File: config.mk
export PLATFORM = sky130hd
export DESIGN_NAME = dcache_mshr_flat
export DESIGN_NICKNAME = d
export VERILOG_FILES = /design/src/rtl/dcache_mshr_if.sv /design/src/rtl/dcache_mshr.sv /design/src/flat_wrapper.sv
export SDC_FILE = /design/constraint.sdc
export NUM_CORES = 2
export LEC_CHECK = 0
export CAP_MARGIN = 20
export CORE_ASPECT_RATIO = 2
export CORE_MARGIN = 3
export CORE_UTILIZATION = 50
export DETAILED_ROUTE_END_ITERATION = 12
export HOLD_SLACK_MARGIN = 0.06
export PLACE_DENSITY = 0.76
export SLEW_MARGIN = 20
export SYNTH_ARGS = -nofsm -noshare
export SYNTH_HDL_FRONTEND = slang
export SYNTH_SLANG_ARGS = --single-unit
File: constraint.sdc
create_clock -name clock -period 15.2 [get_ports clock]
set_clock_uncertainty 0.1 [all_clocks]
set_input_delay 3.04 -clock clock [delete_from_list [all_inputs] [get_ports clock]]
set_output_delay 3.04 -clock clock [all_outputs]
set_load 0.01 [all_outputs]
File: src/rtl/dcache_mshr_if.sv
// Bundle of the miss-request, memory-bus and fill signals of the data-cache MSHR.
// The slave modport is the MSHR side; the master modport is the cache/memory side.
interface dcache_mshr_if #(
  parameter int ADDR_W    = 32,
  parameter int MEM_TAG_W = 4,
  parameter int SET_W     = 3,
  parameter int WAY_W     = 2,
  parameter int ROB_IDX_W = 5
);
  logic                 alloc_valid;
  logic [ADDR_W-1:0]    alloc_addr;
  logic [SET_W-1:0]     alloc_set;
  logic [WAY_W-1:0]     alloc_way;
  logic [ROB_IDX_W-1:0] alloc_rob_idx;
  logic                 alloc_ready;

  logic [1:0]           Dcache2mem_command;
  logic [ADDR_W-1:0]    Dcache2mem_addr;
  logic [MEM_TAG_W-1:0] mem2Dcache_response;
  logic [63:0]          mem2Dcache_data;
  logic [MEM_TAG_W-1:0] mem2Dcache_tag;

  logic                 fill_valid;
  logic [ADDR_W-1:0]    fill_addr;
  logic [63:0]          fill_data;
  logic [SET_W-1:0]     fill_set;
  logic [WAY_W-1:0]     fill_way;
  logic [ROB_IDX_W-1:0] fill_rob_idx;
  logic                 fill_ready;

  modport slave (
    input  alloc_valid, alloc_addr, alloc_set, alloc_way, alloc_rob_idx,
    output alloc_ready,
    output Dcache2mem_command, Dcache2mem_addr,
    input  mem2Dcache_response, mem2Dcache_data, mem2Dcache_tag,
    output fill_valid, fill_addr, fill_data, fill_set, fill_way, fill_rob_idx,
    input  fill_ready
  );

  modport master (
    output alloc_valid, alloc_addr, alloc_set, alloc_way, alloc_rob_idx,
    input  alloc_ready,
    input  Dcache2mem_command, Dcache2mem_addr,
    output mem2Dcache_response, mem2Dcache_data, mem2Dcache_tag,
    input  fill_valid, fill_addr, fill_data, fill_set, fill_way, fill_rob_idx,
    output fill_ready
  );
endinterface

File: src/rtl/dcache_mshr.sv
// Data-cache MSHR: circular buffer issuing misses in order, completing out of order, retiring in order.
// Optional feature: define DCACHE_MSHR_MERGE_EN to merge misses to an already outstanding block.
module dcache_mshr #(
  parameter int MSHR_DEPTH = 16,
  parameter int ADDR_W     = 32,
  parameter int MEM_TAG_W  = 4,
  parameter int SET_W      = 3,
  parameter int WAY_W      = 2,
  parameter int ROB_IDX_W  = 5
) (
  input  logic         clock,
  input  logic         reset,
  dcache_mshr_if.slave bus
);
  localparam int PTR_W = $clog2(MSHR_DEPTH);
  localparam int CNT_W = PTR_W + 1;
  localparam logic [CNT_W-1:0] FULL_CNT = CNT_W'(MSHR_DEPTH);

  typedef enum logic [1:0] {
    BUS_NONE = 2'd0,
    BUS_LOAD = 2'd1
  } bus_cmd_e;

  logic [MSHR_DEPTH-1:0] r_valid, r_sent, r_done;
  logic [MEM_TAG_W-1:0]  r_tag  [MSHR_DEPTH];
  logic [ADDR_W-1:0]     r_addr [MSHR_DEPTH];
  logic [SET_W-1:0]      r_set  [MSHR_DEPTH];
  logic [WAY_W-1:0]      r_way  [MSHR_DEPTH];
  logic [ROB_IDX_W-1:0]  r_rob  [MSHR_DEPTH];
  logic [63:0]           r_data [MSHR_DEPTH];
  logic [PTR_W-1:0]      r_head, r_send, r_tail;
  logic [CNT_W-1:0]      r_count, r_unsent;

  logic                  w_alloc, w_alloc_merge, w_send_req, w_send_acc, w_skip;
  logic                  w_send_adv, w_fill_valid, w_retire;
  logic [MSHR_DEPTH-1:0] w_cmpl, w_mcmpl;

  assign bus.alloc_ready = (r_count != FULL_CNT);
  assign w_alloc         = bus.alloc_valid && bus.alloc_ready;

  // r_unsent counts entries between send and tail, so send==tail is never ambiguous.
  assign w_send_req = (r_unsent != '0) && !r_sent[r_send];
  assign w_send_acc = w_send_req && (bus.mem2Dcache_response != '0);
  assign w_send_adv = w_send_acc || w_skip;

  assign bus.Dcache2mem_command = w_send_req ? BUS_LOAD : BUS_NONE;
  assign bus.Dcache2mem_addr    = w_send_req ? {r_addr[r_send][ADDR_W-1:3], 3'b000} : '0;

  always_comb begin
    w_cmpl = '0;
    for (int i = 0; i < MSHR_DEPTH; i++) begin
      w_cmpl[i] = (bus.mem2Dcache_tag != '0) && r_valid[i] && r_sent[i] && !r_done[i] &&
                  (r_tag[i] == bus.mem2Dcache_tag);
    end
  end

`ifdef DCACHE_MSHR_MERGE_EN
  logic [MSHR_DEPTH-1:0] r_merged;

  // Merged entries carry no tag; they finish alongside any completing entry of the same block.
  always_comb begin
    w_mcmpl = '0;
    for (int j = 0; j < MSHR_DEPTH; j++) begin
      for (int i = 0; i < MSHR_DEPTH; i++) begin
        if (r_valid[j] && r_merged[j] && !r_done[j] && w_cmpl[i] &&
            (r_addr[j][ADDR_W-1:3] == r_addr[i][ADDR_W-1:3])) begin
          w_mcmpl[j] = 1'b1;
        end
      end
    end
  end

  always_comb begin
    w_alloc_merge = 1'b0;
    for (int i = 0; i < MSHR_DEPTH; i++) begin
      if (r_valid[i] && !r_done[i] && !w_cmpl[i] && !w_mcmpl[i] &&
          (r_addr[i][ADDR_W-1:3] == bus.alloc_addr[ADDR_W-1:3])) begin
        w_alloc_merge = 1'b1;
      end
    end
    w_alloc_merge = w_alloc_merge && w_alloc;
  end

  assign w_skip = (r_unsent != '0) && r_merged[r_send];

  always_ff @(posedge clock or posedge reset) begin
    if (reset) begin
      r_merged <= '0;
    end else if (w_alloc) begin
      r_merged[r_tail] <= w_alloc_merge;
    end
  end
`else
  assign w_mcmpl       = '0;
  assign w_alloc_merge = 1'b0;
  assign w_skip        = 1'b0;
`endif

  assign w_fill_valid     = r_valid[r_head] && r_done[r_head];
  assign w_retire         = w_fill_valid && bus.fill_ready;
  assign bus.fill_valid   = w_fill_valid;
  assign bus.fill_addr    = w_fill_valid ? r_addr[r_head] : '0;
  assign bus.fill_data    = w_fill_valid ? r_data[r_head] : 64'd0;
  assign bus.fill_set     = w_fill_valid ? r_set[r_head]  : '0;
  assign bus.fill_way     = w_fill_valid ? r_way[r_head]  : '0;
  assign bus.fill_rob_idx = w_fill_valid ? r_rob[r_head]  : '0;

  // Control state: only this needs reset, payload below is qualified by r_valid.
  always_ff @(posedge clock or posedge reset) begin
    if (reset) begin
      r_valid  <= '0;
      r_sent   <= '0;
      r_done   <= '0;
      r_head   <= '0;
      r_send   <= '0;
      r_tail   <= '0;
      r_count  <= '0;
      r_unsent <= '0;
    end else begin
      for (int i = 0; i < MSHR_DEPTH; i++) begin
        if (w_cmpl[i] || w_mcmpl[i]) r_done[i] <= 1'b1;
      end
      if (w_send_acc) r_sent[r_send] <= 1'b1;
      if (w_send_adv) r_send <= r_send + 1'b1;
      if (w_retire) begin
        r_valid[r_head] <= 1'b0;
        r_head          <= r_head + 1'b1;
      end
      if (w_alloc) begin
        r_valid[r_tail] <= 1'b1;
        r_sent[r_tail]  <= w_alloc_merge;
        r_done[r_tail]  <= 1'b0;
        r_tail          <= r_tail + 1'b1;
      end
      if (w_alloc && !w_retire)      r_count <= r_count + 1'b1;
      else if (!w_alloc && w_retire) r_count <= r_count - 1'b1;
      if (w_alloc && !w_send_adv)      r_unsent <= r_unsent + 1'b1;
      else if (!w_alloc && w_send_adv) r_unsent <= r_unsent - 1'b1;
    end
  end

  always_ff @(posedge clock) begin
    for (int i = 0; i < MSHR_DEPTH; i++) begin
      if (w_cmpl[i] || w_mcmpl[i]) r_data[i] <= bus.mem2Dcache_data;
    end
    if (w_send_acc) r_tag[r_send] <= bus.mem2Dcache_response;
    if (w_alloc) begin
      r_tag[r_tail]  <= '0;
      r_addr[r_tail] <= bus.alloc_addr;
      r_set[r_tail]  <= bus.alloc_set;
      r_way[r_tail]  <= bus.alloc_way;
      r_rob[r_tail]  <= bus.alloc_rob_idx;
    end
  end
endmodule
File: src/flat_wrapper.sv
// flat-port wrapper written by rule: the top's interface ports become plain ports
module dcache_mshr_flat 
#(
  parameter int MSHR_DEPTH = 16,
  parameter int ADDR_W     = 32,
  parameter int MEM_TAG_W  = 4,
  parameter int SET_W      = 3,
  parameter int WAY_W      = 2,
  parameter int ROB_IDX_W  = 5
)
  (clock, reset, bus_alloc_valid, bus_alloc_addr, bus_alloc_set, bus_alloc_way, bus_alloc_rob_idx, bus_alloc_ready, bus_Dcache2mem_command, bus_Dcache2mem_addr, bus_mem2Dcache_response, bus_mem2Dcache_data, bus_mem2Dcache_tag, bus_fill_valid, bus_fill_addr, bus_fill_data, bus_fill_set, bus_fill_way, bus_fill_rob_idx, bus_fill_ready);
  dcache_mshr_if #(.ADDR_W(ADDR_W), .MEM_TAG_W(MEM_TAG_W), .SET_W(SET_W), .WAY_W(WAY_W), .ROB_IDX_W(ROB_IDX_W)) bus_i ();
  input  logic clock;
  input  logic reset;
  input wire logic [$bits(bus_i.alloc_valid)-1:0] bus_alloc_valid;
  input wire logic [$bits(bus_i.alloc_addr)-1:0] bus_alloc_addr;
  input wire logic [$bits(bus_i.alloc_set)-1:0] bus_alloc_set;
  input wire logic [$bits(bus_i.alloc_way)-1:0] bus_alloc_way;
  input wire logic [$bits(bus_i.alloc_rob_idx)-1:0] bus_alloc_rob_idx;
  output wire logic [$bits(bus_i.alloc_ready)-1:0] bus_alloc_ready;
  output wire logic [$bits(bus_i.Dcache2mem_command)-1:0] bus_Dcache2mem_command;
  output wire logic [$bits(bus_i.Dcache2mem_addr)-1:0] bus_Dcache2mem_addr;
  input wire logic [$bits(bus_i.mem2Dcache_response)-1:0] bus_mem2Dcache_response;
  input wire logic [$bits(bus_i.mem2Dcache_data)-1:0] bus_mem2Dcache_data;
  input wire logic [$bits(bus_i.mem2Dcache_tag)-1:0] bus_mem2Dcache_tag;
  output wire logic [$bits(bus_i.fill_valid)-1:0] bus_fill_valid;
  output wire logic [$bits(bus_i.fill_addr)-1:0] bus_fill_addr;
  output wire logic [$bits(bus_i.fill_data)-1:0] bus_fill_data;
  output wire logic [$bits(bus_i.fill_set)-1:0] bus_fill_set;
  output wire logic [$bits(bus_i.fill_way)-1:0] bus_fill_way;
  output wire logic [$bits(bus_i.fill_rob_idx)-1:0] bus_fill_rob_idx;
  input wire logic [$bits(bus_i.fill_ready)-1:0] bus_fill_ready;
  assign bus_i.alloc_valid = bus_alloc_valid;
  assign bus_i.alloc_addr = bus_alloc_addr;
  assign bus_i.alloc_set = bus_alloc_set;
  assign bus_i.alloc_way = bus_alloc_way;
  assign bus_i.alloc_rob_idx = bus_alloc_rob_idx;
  assign bus_alloc_ready = bus_i.alloc_ready;
  assign bus_Dcache2mem_command = bus_i.Dcache2mem_command;
  assign bus_Dcache2mem_addr = bus_i.Dcache2mem_addr;
  assign bus_i.mem2Dcache_response = bus_mem2Dcache_response;
  assign bus_i.mem2Dcache_data = bus_mem2Dcache_data;
  assign bus_i.mem2Dcache_tag = bus_mem2Dcache_tag;
  assign bus_fill_valid = bus_i.fill_valid;
  assign bus_fill_addr = bus_i.fill_addr;
  assign bus_fill_data = bus_i.fill_data;
  assign bus_fill_set = bus_i.fill_set;
  assign bus_fill_way = bus_i.fill_way;
  assign bus_fill_rob_idx = bus_i.fill_rob_idx;
  assign bus_i.fill_ready = bus_fill_ready;
  dcache_mshr #(.MSHR_DEPTH(MSHR_DEPTH), .ADDR_W(ADDR_W), .MEM_TAG_W(MEM_TAG_W), .SET_W(SET_W), .WAY_W(WAY_W), .ROB_IDX_W(ROB_IDX_W)) u_core (.clock(clock), .reset(reset), .bus(bus_i));
endmodule
==> metrics.md <==
| Metric | Value |
|---|---|
| RSZ-0062 raised after global routing | no |
| R2R Setup Slk | 8.80 ns |
| CTS Hold Bufs | 0 |
| Netlist cell types | 50 |
| Tightest Hold Check Type | reg -> reg |
| Share of the synthesized area in the top cell type | 0.6804 |
| Post-synthesis cell area | between 70,000 and 80,000 sq um |
| Initial core utilization | 0.5036 |
| Final Hold Viols | 0 |
| Synth Flop Type | edfxtp_1 |
| Setup TNS | 0 ns |
| Dpl ws | 6.626 ns |
| Antenna Nets Post-Route | 0 |
| Met2 layer usage reported by global route | 0.4206 |
| Die area | 154,700 sq um |
| Post-synth ARST share | 0.03825 |
| Global-route wire length before repair | roughly 270 mm |
| Clk_lat worst skew | between 0.7 and 0.8 ns |
| Most frequent cell after synthesis | edfxtp_1 |
| Peak supply drop | approximately 0.00015 V |
| Period minus WS final | slightly above 9 ns |
| Max-slew violations | 0 |
| Synth Register Bits | between 1,500 and 2,000 |
| Clock Tree Buf Depth | 4 |
| Post-cts resize count | 0 |
| Clock slew at reported path FFs | about 0.06 ns |
| Drt first pass iters | 5 |
| Final Routed Wirelength | 181.2 mm |
| Overall Global Routing Usage | 0.2373 |
| Actual slew at the worst max-slew pin | approximately 1.2 ns |
| R2r worst-path depth | 14 |
| Starting DRT DRC Count | 3,537 |
| Leak Pwr | around 0.027 uW |
| Met1 Track Usage GR | 0.2944 |
| Max frequency | between 100 and 150 MHz |
| Die W | 279.6 um |
| Num rows | 200 |
| Total core area | ~150,000 sq um |
| Vias in the first global route | 39,542 |
| Port Buf Inserts | 255 |
| Global placement routability congestion | between 0.7 and 0.8 |
| Critical Path RT | around 12 ns |
| Final setup fails | 0 |
| Fraction of layout instances using a drive strength above 1 | 0.2728 |
| Post-DR vias/cell | 6.420 |
| Global route overflow | 0 |
| Die span in y | between 500 and 600 um |
| Clock root buffer master | clkbuf_16 |
| Largest net degree at the start of global routing | between 150 and 200 |
| WHS Path Cells | 1 |
| Sequential element share of the synthesized area | 0.7209 |
| Setup Fix Bufs, Post-CTS | 0 |
| DRC Markers | 0 |
| Total Nets Final | between 3,000 and 4,000 |
| Synth top cells by count | edfxtp_1 (1,696), mux4_2 (687), clkbuf_1 (146) |
| Worst EP arrival | between 6 and 7 ns |
| Clock sinks | roughly 1,800 |
| TritonCTS clock tree | yes |
| Relative slew slack | 0.2218 |
| Initial antenna violation count | 22 |
| Post-synth EDFFs | between 1,500 and 2,000 |
| H-tree Lvls | 4 |
| Drt wl/cell | 31.38 um |
| PD cells | about 180 nW/um^2 |
| Ports | 260 |
| Mapped Cells | ~3,500 |
| Leading area contributor after synthesis | edfxtp_1 |
| Largest cells by area after synthesis | edfxtp_1 (68%), mux4_2 (21%), dfrtp_1 (2.3%), dfxtp_1 (1.7%), and3_1 (0.89%) |
| Run status | finished, final reports clean |
| Worst setup path class | reg -> out |
| Hold_ws | between 0.3 and 0.4 ns |
| Total Power | roughly 16,000 uW |
| Filler cells | about 11,000 |
| Fin worst setup slack | 6.039 ns |
| Area Growth Syn to Fin | 13.06% |
| HPWL reported at the end of detailed placement | just under 100 mm |
| Startpoint type of the worst setup path | flop |
| Mean area per synthesized cell | 21.61 sq um |
| Crit path capture type | primary output |
| GR peak layer | met2 |
| Yosys Warn Count | 0 |
| CTS Buf Count | ~160 |
| Max_cap viols | 0 |
| Final period util | 0.6027 |
| Met3 Use GR | 0.03684 |
| Routed vias | ~37,000 |
| Crit Path Max Fanout | 48 |
final timing paths:
check	startpoint	end
min in group asynchronous	reset	u_core.r_head[2]$_DFFE_PP0N_
setup reg to reg	u_core.r_head[1]$_DFFE_PP0N_	u_core.r_count[4]$_DFFE_PP0P_
hold / removal	u_core.r_unsent[4]$_DFFE_PP0P_	u_core.r_unsent[4]$_DFFE_PP0P_
setup / recovery	u_core.r_head[0]$_DFFE_PP0N_	bus_fill_addr[0]
hold reg to reg	u_core.r_unsent[4]$_DFFE_PP0P_	u_core.r_unsent[4]$_DFFE_PP0P_
max in group asynchronous	reset	u_core.r_send[1]$_DFFE_PP0N_
routing by layer:
metal	part of all wire	routed length, um	up-vias
li1	-	-	15082
met1	0.36	64540	19954
met2	0.54	97640	1619
met3	0.067	12080	405
met4	0.038	6853	16
met5	0.00054	97	-
logic make-up (layout without fill, tap and decap cells):
family          count (synthesis)  in the layout  synth area share
xor+xnor                       82             82          0.009595
flops                        1830           1830            0.7209
compound gates                171            171           0.01267
other cells                     1             11        0.00005010
buf+inv                       261            643           0.01705
mux                           693            693            0.2076
fa+ha+maj                      23             23          0.004045
simple gates                  403            403           0.02812
report_power, final:
| group | switching [uW] | internal (uW) | total [uW] |
|---|---|---|---|
| logic | 2560 | 2570 | 5120 |
| clock network | 1760 | 2230 | 3990 |
| registers | 366 | 6050 | 6410 |
sequential cells by signal, summed over array words and instances (netlist names):
name	count
u_core.r_valid	16
u_core.r_count	5
u_core.r_tail	4
u_core.r_head	4
u_core.r_set	48
u_core.r_data	1024
u_core.r_way	32
u_core.r_rob	80
u_core.r_addr	512
u_core.r_unsent	5
u_core.r_sent	16
u_core.r_tag	64
u_core.r_done	16
u_core.r_send	4
layout make-up:
class,count,area [sq um],share of cell area
clock buffer,197,4268,0.05043
tap,1919,2401,0.02837
multi-input combinational,1376,19810,0.2341
inverter,21,78.83,0.0009314
sequential,1830,53990,0.6379
clock inverter,81,775.7,0.009166
timing repair buffer,344,3294,0.03893
antenna,7,17.52,0.0002070
critical path: stages (launching register included):
cell             delay, ns
dfrtp_4               0.78
buf_4                 0.82
buf_4                 0.83
buf_4                 0.87
mux4_2                0.61
mux4_2                0.49
and3_1                0.22
clkdlybuf4s50_1       0.49
placed cells by master, fill, tap and decap left out, drive strengths merged, types with 3 or more instances in the layout:
cell	netlist	routed
and2	14	14
nor2b	32	32
nor2	88	88
conb	1	4
dfxtp	64	64
nand2	82	82
a21o	14	14
xor2	42	42
nor4	11	11
buf	94	89
clkbuf	146	197
nand3	15	15
nand2b	3	3
bufinv	0	13
and3	107	107
edfxtp	1696	1696
nand4b	6	6
clkinv	1	58
diode	0	7
ha	21	21
a21oi	68	68
or4	12	12
o21ai	72	72
a22oi	4	4
xnor2	40	40
mux2	5	5
nand4	14	14
inv	20	29
mux4	687	687
o22a	4	4
clkdlybuf4s50	0	255
dfrtp	70	70
nor3	12	12
o211ai	4	4
stage by stage:
step,std cells,util,cell area (sq um)
floorplan,3467,-,74870
global placement,5489,0.5351,79540
detailed placement,5489,0.5351,79540
CTS,5767,0.5690,84580
global route,5771,0.5693,84620
finish,5775,0.5694,84630
No activity file was read; power rests on OpenSTA's default activity.
